--- src/rtl/ax_bltcyc_update_queue_pkg.sv ---
// ax_bltcyc_update_queue_pkg: shared widths, entry types and PC-to-BTB field helpers
package ax_bltcyc_update_queue_pkg;
  localparam int PC_W = 32;
  localparam int INSN_SHIFT = 2;
  localparam int AXBTB_INDEX_W = 6;
  localparam int AXBLTCYCBTB_TAG_W = 8;
  localparam int BTB_ADDR_W = 14;
  localparam int AXBLTCYC_UPD_DEPTH = 8;
  localparam int AXBTB_BANK_NUM = 2;
  localparam int AXBTB_BANK_W = $clog2(AXBTB_BANK_NUM);
  typedef logic [PC_W-1:0] pc_path_t;
  typedef logic [AXBTB_INDEX_W-1:0] axbtb_index_t;
  typedef logic [AXBTB_BANK_W-1:0] axbtb_bank_t;
  typedef logic [AXBLTCYCBTB_TAG_W-1:0] axbltcycbtb_tag_t;
  typedef logic [BTB_ADDR_W-1:0] btb_addr_t;
  typedef struct packed {
    pc_path_t br_addr;
    pc_path_t next_addr;
  } ax_bltcyc_upd_entry_t;
  typedef struct packed {
    logic             valid;
    axbltcycbtb_tag_t tag;
    btb_addr_t        data;
  } axbltcycbtb_entry_t;
  localparam int AXBLTCYCBTB_ENTRY_W = $bits(axbltcycbtb_entry_t);
  function automatic axbtb_index_t to_axbtb_index(input pc_path_t pc);
    return pc[INSN_SHIFT +: AXBTB_INDEX_W];
  endfunction
  function automatic axbltcycbtb_tag_t to_axbltcycbtb_tag(input pc_path_t pc);
    return pc[INSN_SHIFT+AXBTB_INDEX_W +: AXBLTCYCBTB_TAG_W];
  endfunction
  function automatic btb_addr_t to_btb_addr(input pc_path_t pc);
    return pc[INSN_SHIFT +: BTB_ADDR_W];
  endfunction
  function automatic axbtb_bank_t to_axbtb_bank(input axbtb_index_t idx);
    return idx[AXBTB_BANK_W-1:0];
  endfunction
endpackage

--- src/rtl/ax_bltcyc_update_queue_drain_select.sv ---
// ax_bltcyc_drain_select: head-ordered selector that stops at the first bank conflict
module ax_bltcyc_drain_select
  import ax_bltcyc_update_queue_pkg::*;
#(
  parameter int WRITE_NUM = 2,
  parameter int DEPTH = AXBLTCYC_UPD_DEPTH
) (
  input  logic [$clog2(DEPTH)-1:0]                    i_head,
  input  logic [$clog2(DEPTH):0]                      i_count,
  input  logic [DEPTH-1:0][AXBTB_BANK_W-1:0]          i_bank,
  input  logic                                        i_stall,
  output logic [WRITE_NUM-1:0]                        o_sel,
  output logic [WRITE_NUM-1:0][$clog2(DEPTH)-1:0]     o_off,
  output logic [$clog2(DEPTH):0]                      o_pop
);
  localparam int PTR_W = $clog2(DEPTH);
  localparam int CNT_W = PTR_W + 1;
  logic                      w_stop;
  logic [AXBTB_BANK_NUM-1:0] w_used;
  logic [AXBTB_BANK_W-1:0]   w_bank;
  always_comb begin
    o_sel = '0;
    o_off = '0;
    o_pop = '0;
    w_stop = i_stall;
    w_used = '0;
    w_bank = '0;
    for (int k = 0; k < WRITE_NUM; k++) begin
      o_off[k] = PTR_W'(k);
      w_bank = i_bank[i_head + PTR_W'(k)];
      if (!w_stop && CNT_W'(k) < i_count && !w_used[w_bank]) begin
        o_sel[k] = 1'b1;
        w_used[w_bank] = 1'b1;
        o_pop = o_pop + CNT_W'(1);
      end else begin
        w_stop = 1'b1;
      end
    end
  end
endmodule

--- src/rtl/ax_bltcyc_update_queue.sv ---
// ax_bltcyc_update_queue: coalescing FIFO feeding bank-conflict-free writes to the AX BLT-cycle BTB
module ax_bltcyc_update_queue
  import ax_bltcyc_update_queue_pkg::*;
#(
  parameter int WRITE_NUM = 2,
  parameter int DEPTH = AXBLTCYC_UPD_DEPTH
) (
  input  logic                                        clk,
  input  logic                                        rst_n,
  input  logic [WRITE_NUM-1:0]                        i_valid,
  input  logic [WRITE_NUM-1:0]                        i_is_ap_blt_cyc,
  input  logic [WRITE_NUM-1:0][PC_W-1:0]              i_br_addr,
  input  logic [WRITE_NUM-1:0][PC_W-1:0]              i_next_addr,
  input  logic                                        i_drain_stall,
  output logic [WRITE_NUM-1:0]                        o_we,
  output logic [WRITE_NUM-1:0][AXBTB_INDEX_W-1:0]     o_wa,
  output logic [WRITE_NUM-1:0][AXBLTCYCBTB_ENTRY_W-1:0] o_wv,
  output logic                                        o_full,
  output logic [$clog2(DEPTH):0]                      o_count,
  output logic [15:0]                                 o_drop_count
);
  localparam int PTR_W = $clog2(DEPTH);
  localparam int CNT_W = PTR_W + 1;
  pc_path_t                                   r_br [DEPTH];
  pc_path_t                                   r_next [DEPTH];
  logic [PTR_W-1:0]                           r_head, r_tail;
  logic [CNT_W-1:0]                           r_count;
  logic                                       r_full;
  logic [15:0]                                r_drop;
  logic [WRITE_NUM-1:0]                       r_we;
  logic [WRITE_NUM-1:0][AXBTB_INDEX_W-1:0]    r_wa;
  logic [WRITE_NUM-1:0][AXBLTCYCBTB_ENTRY_W-1:0] r_wv;
  logic [DEPTH-1:0][AXBTB_BANK_W-1:0]         w_bank;
  logic [WRITE_NUM-1:0]                       w_sel, w_acc, w_rep, w_push;
  logic [WRITE_NUM-1:0][PTR_W-1:0]            w_off, w_rd, w_pslot;
  logic [CNT_W-1:0]                           w_pop, w_free, w_npush, w_ndrop, w_count_nxt;
  logic [PTR_W-1:0]                           w_off_p;
  logic [DEPTH-1:0]                           w_res, w_drn;
  logic [WRITE_NUM-1:0][DEPTH-1:0]            w_hit;
  logic [16:0]                                w_drop_sum;
  assign o_we = r_we;
  assign o_wa = r_wa;
  assign o_wv = r_wv;
  assign o_full = r_full;
  assign o_count = r_count;
  assign o_drop_count = r_drop;
  always_comb
    for (int p = 0; p < DEPTH; p++) w_bank[p] = to_axbtb_bank(to_axbtb_index(r_br[p]));
  ax_bltcyc_drain_select #(.WRITE_NUM(WRITE_NUM), .DEPTH(DEPTH)) u_sel (
    .i_head(r_head), .i_count(r_count), .i_bank(w_bank), .i_stall(i_drain_stall),
    .o_sel(w_sel), .o_off(w_off), .o_pop(w_pop)
  );
  assign w_free = CNT_W'(DEPTH) - r_count;
  // The highest matching lane is the surviving representative, so it already carries the winning nextAddr.
  always_comb begin
    w_acc = i_valid & i_is_ap_blt_cyc;
    w_rep = w_acc;
    w_res = '0;
    w_drn = '0;
    w_hit = '0;
    w_push = '0;
    w_pslot = '0;
    w_npush = '0;
    w_ndrop = '0;
    w_off_p = '0;
    w_rd = '0;
    for (int i = 0; i < WRITE_NUM; i++)
      for (int j = i + 1; j < WRITE_NUM; j++)
        if (w_acc[j] && i_br_addr[j] == i_br_addr[i]) w_rep[i] = 1'b0;
    for (int p = 0; p < DEPTH; p++) begin
      w_off_p = PTR_W'(p) - r_head;
      w_res[p] = CNT_W'(w_off_p) < r_count;
      w_drn[p] = w_res[p] && CNT_W'(w_off_p) < w_pop;
    end
    for (int i = 0; i < WRITE_NUM; i++)
      for (int p = 0; p < DEPTH; p++)
        w_hit[i][p] = w_rep[i] && w_res[p] && !w_drn[p] && r_br[p] == i_br_addr[i];
    for (int i = 0; i < WRITE_NUM; i++)
      if (w_rep[i] && !(|w_hit[i])) begin
        if (w_npush < w_free) begin
          w_push[i] = 1'b1;
          w_pslot[i] = r_tail + w_npush[PTR_W-1:0];
          w_npush = w_npush + CNT_W'(1);
        end else begin
          w_ndrop = w_ndrop + CNT_W'(1);
        end
      end
    for (int k = 0; k < WRITE_NUM; k++) w_rd[k] = r_head + w_off[k];
  end
  assign w_count_nxt = r_count + w_npush - w_pop;
  assign w_drop_sum = 17'(r_drop) + 17'(w_ndrop);
  always_ff @(posedge clk) begin
    for (int i = 0; i < WRITE_NUM; i++)
      for (int p = 0; p < DEPTH; p++)
        if (w_hit[i][p]) r_next[p] <= i_next_addr[i];
    for (int i = 0; i < WRITE_NUM; i++)
      if (w_push[i]) begin
        r_br[w_pslot[i]] <= i_br_addr[i];
        r_next[w_pslot[i]] <= i_next_addr[i];
      end
  end
  always_ff @(posedge clk or negedge rst_n)
    if (!rst_n) begin
      r_head <= '0;
      r_tail <= '0;
      r_count <= '0;
      r_full <= 1'b0;
      r_drop <= '0;
      r_we <= '0;
      r_wa <= '0;
      r_wv <= '0;
    end else begin
      r_head <= r_head + w_pop[PTR_W-1:0];
      r_tail <= r_tail + w_npush[PTR_W-1:0];
      r_count <= w_count_nxt;
      r_full <= w_count_nxt == CNT_W'(DEPTH);
      r_drop <= w_drop_sum[16] ? 16'hFFFF : w_drop_sum[15:0];
      for (int k = 0; k < WRITE_NUM; k++) begin
        r_we[k] <= w_sel[k];
        r_wa[k] <= w_sel[k] ? to_axbtb_index(r_br[w_rd[k]]) : '0;
        r_wv[k] <= w_sel[k] ? axbltcycbtb_entry_t'{valid: 1'b1, tag: to_axbltcycbtb_tag(r_br[w_rd[k]]),
                                                   data: to_btb_addr(r_next[w_rd[k]])} : '0;
      end
    end
endmodule

--- config.mk ---
export PLATFORM = sky130hd
export DESIGN_NAME = ax_bltcyc_update_queue
export DESIGN_NICKNAME = d
export VERILOG_FILES = /design/src/rtl/ax_bltcyc_update_queue_pkg.sv /design/src/rtl/ax_bltcyc_update_queue_drain_select.sv /design/src/rtl/ax_bltcyc_update_queue.sv
export SDC_FILE = /design/constraint.sdc
export NUM_CORES = 1
export LEC_CHECK = 0
export BUFFER_PORTS_ARGS = -buffer_cell sky130_fd_sc_hd__buf_4
export CORE_ASPECT_RATIO = 0.8
export CORE_MARGIN = 4
export CORE_UTILIZATION = 52
export DETAILED_ROUTE_END_ITERATION = 12
export PLACE_DENSITY = 0.66
export SLEW_MARGIN = 20
export SYNTH_ARGS = -nofsm -noshare
export SYNTH_HDL_FRONTEND = slang
export SYNTH_HIERARCHICAL = 1
export SYNTH_SLANG_ARGS = --single-unit
--- constraint.sdc ---
create_clock -name clk -period 10.7 [get_ports clk]
set_input_delay 1.07 -clock clk [delete_from_list [all_inputs] [get_ports clk]]
set_output_delay 1.07 -clock clk [all_outputs]
set_load 0.005 [all_outputs]
Word-level counts from Yosys, hierarchy flattened
Memory sizes are Yosys's and may differ from the RTL's.
Cells that the tools add are included.
{ "op_classes": {"mux": 81, "eq_ne": 18, "bitwise_logic": 9, "reduce_logical": 80, "n_addsub": 19, "n_lt_le_gt_ge": 25} }
{ "ops": {"columns": ["operator", "n"], "rows": [
  ["== test 32 bit", 17],
  ["two-way mux 32 bit", 8],
  ["logical AND 1 bit", 64],
  ["< comparator 3 x 4 -> 1 bit", 16],
  ["two-way mux 1 bit", 55],
  ["two-way mux 23 bit", 2],
  ["two-way mux 4 bit", 5],
  ["adder 16 x 4 -> 17 bit", 1],
  ["two-way mux 16 bit", 1],
  ["OR reduction 8 bit", 2],
  ["zero test 1 bit", 14],
  ["< comparator 1 x 4 -> 1 bit (first input constant)", 3],
  ["two-way mux 3 bit", 4],
  ["two-way mux 6 bit", 2],
  ["subtractor 3 bit (first input constant)", 4],
  ["adder 3 bit", 3],
  ["adder 4 x 1 -> 4 bit (second input constant)", 2],
  ["< comparator 3 x 4 -> 1 bit (second input constant)", 2],
  ["OR 1 bit", 8],
  ["binary-select mux 1 bit (select 3 bit)", 2],
  ["subtractor 1 x 3 -> 3 bit (first input constant)", 2],
  ["subtractor 2 x 3 -> 3 bit (first input constant)", 2],
  ["adder 4 bit", 1],
  ["== test 4 bit (second input constant)", 1],
  ["other kinds (10)", 11]
]} }
{ "totals": {"in_bits": 135, "output_inout_bits": 81, "ramBits": 512, "register_bits": 87, "elab_cells": 244, "mem_count": 2} }
{ "memory_table": {"columns": ["name", "words", "width", "read_ports", "rd_clocked_by_memory_dff", "wr", "line", "rtl"], "rows": [
  ["r_br", 8, 32, 10, 0, 2, "ax_bltcyc_update_queue.sv:24", "pc_path_t r_br [DEPTH];"],
  ["r_next", 8, 32, 2, 0, 10, "ax_bltcyc_update_queue.sv:25", "pc_path_t r_next [DEPTH];"]
]} }

Depth between registers and ports, before layout
An unclocked memory read counts as a cell.
{ "depth": {"word_depth": 28, "ltp_mapped": 31, "mapped_depth_nobuf": 29} }

Hierarchy
The synthesis kept the hierarchy.
{ "by_module_without_submodules": {"columns": ["mod", "n_inst", "cells_each", "area_per_inst_um2", "seq_area_each_um2"], "rows": [
  ["ax_bltcyc_update_queue", 1, 2357, 30190.2, 13177.6],
  ["ax_bltcyc_drain_select", 1, 24, 262.8, 0.0]
]} }

Least setup slack after synthesis
No wires, ideal clock.
{ "synth_timing": {"kind": "reg2reg", "from": "reg r_head[0]", "to": "mem r_br[7][0] (netlist bit), enable pin", "path_buffers": 3, "setup_slack_ns": 3.733, "period_less_slack_ns": 6.967, "setup_ns": 0.394, "arrival_time_ns": 6.573, "stages_incl_launch_ff": 24, "t_required_ns": 10.306, "cell_sequence": "dfrtp_1 -> ha_1 -> mux4_1 -> mux2i_2 -> xnor2_1 -> nor3_2 -> ha_1 -> inv_1 -> ha_1 -> nor2b_1 -> o21ba_2 -> o21ai_0 -> nor4_1 -> nor4_1 -> and4_1 -> buf_6 -> clkbuf_1 -> ha_1 -> ha_1 -> xor2_1 -> nand3_1 -> nor3_4 -> buf_6 -> nand2b_1"} }
{ "synth_lines": {"columns": ["element", "line", "rtl"], "rows": [
  ["start, declared", "ax_bltcyc_update_queue.sv:26", "logic [PTR_W-1:0] r_head, r_tail;"],
  ["start signal, assigned", "ax_bltcyc_update_queue.sv:113", "r_head <= r_head + w_pop[PTR_W-1:0];"],
  ["end, declared", "ax_bltcyc_update_queue.sv:24", null]
]} }

==> reports/metrics.yaml <==
status:
  status: "finished, final reports clean"
pwr:
  power_mw: 8.14
  power_density_nw_per_um2: 243
  p_comb_frac: 0.461
  leakagePower_nw: 11.8
  switchingPower_mw: 3.29
  vdd_drop_max_v: 0.000286
  pwr-share-clk: 0.214
  p_int_mw: 4.85
  seq_power_share: 0.325
  power.share.switching: 0.404
sta:
  timing.setup.tns_ns: 0
  worst_pin_slew_ns: 1.27
  maxSlewViolCount: 0
  fin_crit_sh: 0.775
  setup_slack_ns: 2.41
  rsz0062_at_grt: "no"
  hold_viol: 0
  max_freq_mhz: 121
  finalSetupViolations: 0
  min_period_ns: 8.29
  fin_skew_ns: 0.0167
  worst_hold_slack_ns: 0.359
  slew-limit-headroom: 0.146
drt:
  first_pass_iters: 5
  via_per_inst: 6.64
  drc: 0
  drt_iter0_markers: 3274
  final_antenna_net_count: 0
  finalWirelength_microns: 116000
  wl_per_cell_microns: 35.7
  via_count: 21500
clock_network:
  cts_buffer_depth: 3
  cts_tree: "yes"
  cts_hold_buf: 0
  clock_sinks: 453
  ctsResizeCount: 0
  cts_buffers: 49
  htreeDepth: 2
  clk_pin_slew_ns: 0.07
  clock_latency_ns: 0.62
  postCtsSetupBuffers: 0
  clock-root-buffer: "clkbuf_16"
placement:
  place_area_sq_um: 31900
  dp.cells: 3150
  port_buffers: 179
  hpwl_microns: 77500
  place_ws_ns: 2.57
  gp_congestion: 1.04
final_layout:
  layoutNonFillerInstCount: 3242
  area_growth_pct: 10.0
  final_common_cell: "edfxtp_1"
  final_core_util: 0.577
  fin_area_sq_um: 33500
  nets: 2621
  drive_gt1_frac: 0.319
  final_cell_mix: "368 x edfxtp_1, 346 x mux2_2, 343 x xnor2_1"
die:
  die_w_microns: 279
  rows: 79
  dieArea_sq_um: 62500
  core_sq_um: 58000
  die_y_microns: 224
  floorplan.initialDensity: 0.525
  ios: 216
setup_path:
  crit_type: "flip-flop to flip-flop"
  worst_setup_path_end_kind: "flip-flop"
  critPathMaxFanout: 34
  crit_arrival_ns: 8.52
  worstPathRequired_ns: 10.93
  startpoint_type: "flip-flop"
synthesis:
  synth-seq-area-share: 0.433
  synth_warnings: 6
  synth_cells: 2381
  async_flop_share: 0.188
  ys_types: 65
  syn-cell-area_sq_um: 30500
  synth-seq-cells: 453
  syn_avg_cell_area_sq_um: 12.8
  synth_ff_type: "edfxtp_1"
  synth_edf_count: 368
flow_run:
  cap_violations: 0
global_route:
  grt_pass1_vias: 20700
  grtUsageTotal: 0.361
  overflow: 0
  antenna_found_initial: 2
  grt_pass1_wl_microns: 160000
  grt_max_degree: 60
worst_hold_path:
  hold_class: "input port to asynchronous set/reset pin"
[sequential cells by signal, summed over array words and instances (netlist names)]
name	count
o_count	4
r_next	112
r_tail	3
r_br	256
r_head	3
o_full	1
o_drop_count	16
o_we	2
o_wv	44
o_wa	12
[final cells by class]
cell class / instances / area (sq um)
clock inverter: 26 / 283
fill: 4747 / 24500
timing repair buffer: 211 / 1580
sequential: 453 / 13200
inverter: 49 / 184
tap: 769 / 962
multi-input combinational: 1668 / 16000
clock buffer: 65 / 1310
antenna: 1 / 2.50
[per-layer routing]
metal / vias to the layer above / global-route usage / wire, microns
li1: 8816 / - / -
met1: 11200 / 0.537 / 48300
met2: 1409 / 0.509 / 48000
met3: 163 / 0.122 / 16000
met4: 2 / 0.0881 / 3190
met5: - / 0.0151 / 134
[power groups by stage]
| stage | Combinational [mW] | Clock (mW) | Sequential [mW] |
|---|---|---|---|
| floorplan | 2.48 | 0 | 2.53 |
| global placement | 3.61 | 0 | 2.64 |
| detailed placement | 3.68 | 0 | 2.66 |
| CTS | 3.70 | 1.75 | 2.63 |
| global route | 3.97 | 1.82 | 2.66 |
| finish | 3.76 | 1.74 | 2.64 |
[logic make-up after synthesis]
logic type,count (synthesis),synth area share
xor gates and xnor gates,573,0.165
AOI/OAI and AO/OA,113,0.0289
DFF,453,0.433
other,2,0.000247
muxes,489,0.224
adders and majority gates,54,0.0239
buffers and inverters,266,0.0477
and+or+nand+nor,431,0.0775
[synth_stat cells, drive strengths merged (2+ instances only)]
master | n | area [sq um]
mux2 | 369 | 4160
edfxtp | 368 | 11100
xnor2 | 346 | 3030
xor2 | 227 | 1990
buf | 170 | 1090
nand2 | 153 | 577
mux4 | 116 | 2630
nand4 | 101 | 677
dfrtp | 85 | 2130
nor4 | 72 | 457
a21boi | 58 | 435
inv | 49 | 184
clkbuf | 47 | 176
ha | 47 | 588
nand3 | 27 | 148
nor3 | 21 | 144
nor2 | 16 | 60.1
a21oi | 15 | 78.8
a31oi | 8 | 62.6
and3 | 7 | 43.8
fa | 7 | 140
nand2b | 7 | 43.8
o21ai | 7 | 35.0
nor2b | 6 | 37.5
a221oi | 4 | 35.0
mux2i | 4 | 43.8
nor4b | 4 | 47.6
o221ai | 4 | 35.0
a41oi | 3 | 45.1
and2 | 3 | 18.8
nand3b | 3 | 22.5
nand4b | 3 | 26.3
o21bai | 3 | 33.8
or3 | 3 | 18.8
a31o | 2 | 17.5
and4 | 2 | 17.5
conb | 2 | 7.51
o22ai | 2 | 12.5
o31ai | 2 | 42.5
[final timing paths]
kind / end / start / cells past startpoint / slack, ns
setup / recovery: r_br[3][8]$_DFFE_PP_ / r_head[0]$_DFF_PN0_ / 21 / 2.41
hold / removal: r_tail[1]$_DFF_PN0_ / rst_n / 1 / 0.36
setup reg to reg: r_br[3][8]$_DFFE_PP_ / r_head[0]$_DFF_PN0_ / 21 / 2.41
hold reg to reg: o_drop_count[9]$_DFF_PN0_ / o_drop_count[9]$_DFF_PN0_ / 2 / 0.55
max in group asynchronous: o_wv[40]$_DFF_PN0_ / rst_n / 2 / 9.12
min in group clk: o_drop_count[9]$_DFF_PN0_ / o_drop_count[9]$_DFF_PN0_ / 2 / 0.55
[critical path, stage by stage, from the launching register on]
cell,delay [ns]
dfrtp_1,0.63
ha_1,0.46
mux4_1,0.57
mux2i_2,0.18
xnor2_1,0.15
nor3_4,0.16
ha_1,0.22
inv_1,0.14
ha_1,0.32
a21oi_1,0.23
a221oi_1,0.13
buf_4,0.19
and3_1,0.27
nor4_1,0.42
and4_1,0.76
ha_1,0.30
ha_1,0.21
xnor2_1,0.22
nand3_1,0.12
nor3_1,0.30
nand2_2,0.73
nand2_2,1.15
No activity file was read; power rests on OpenSTA's default activity.
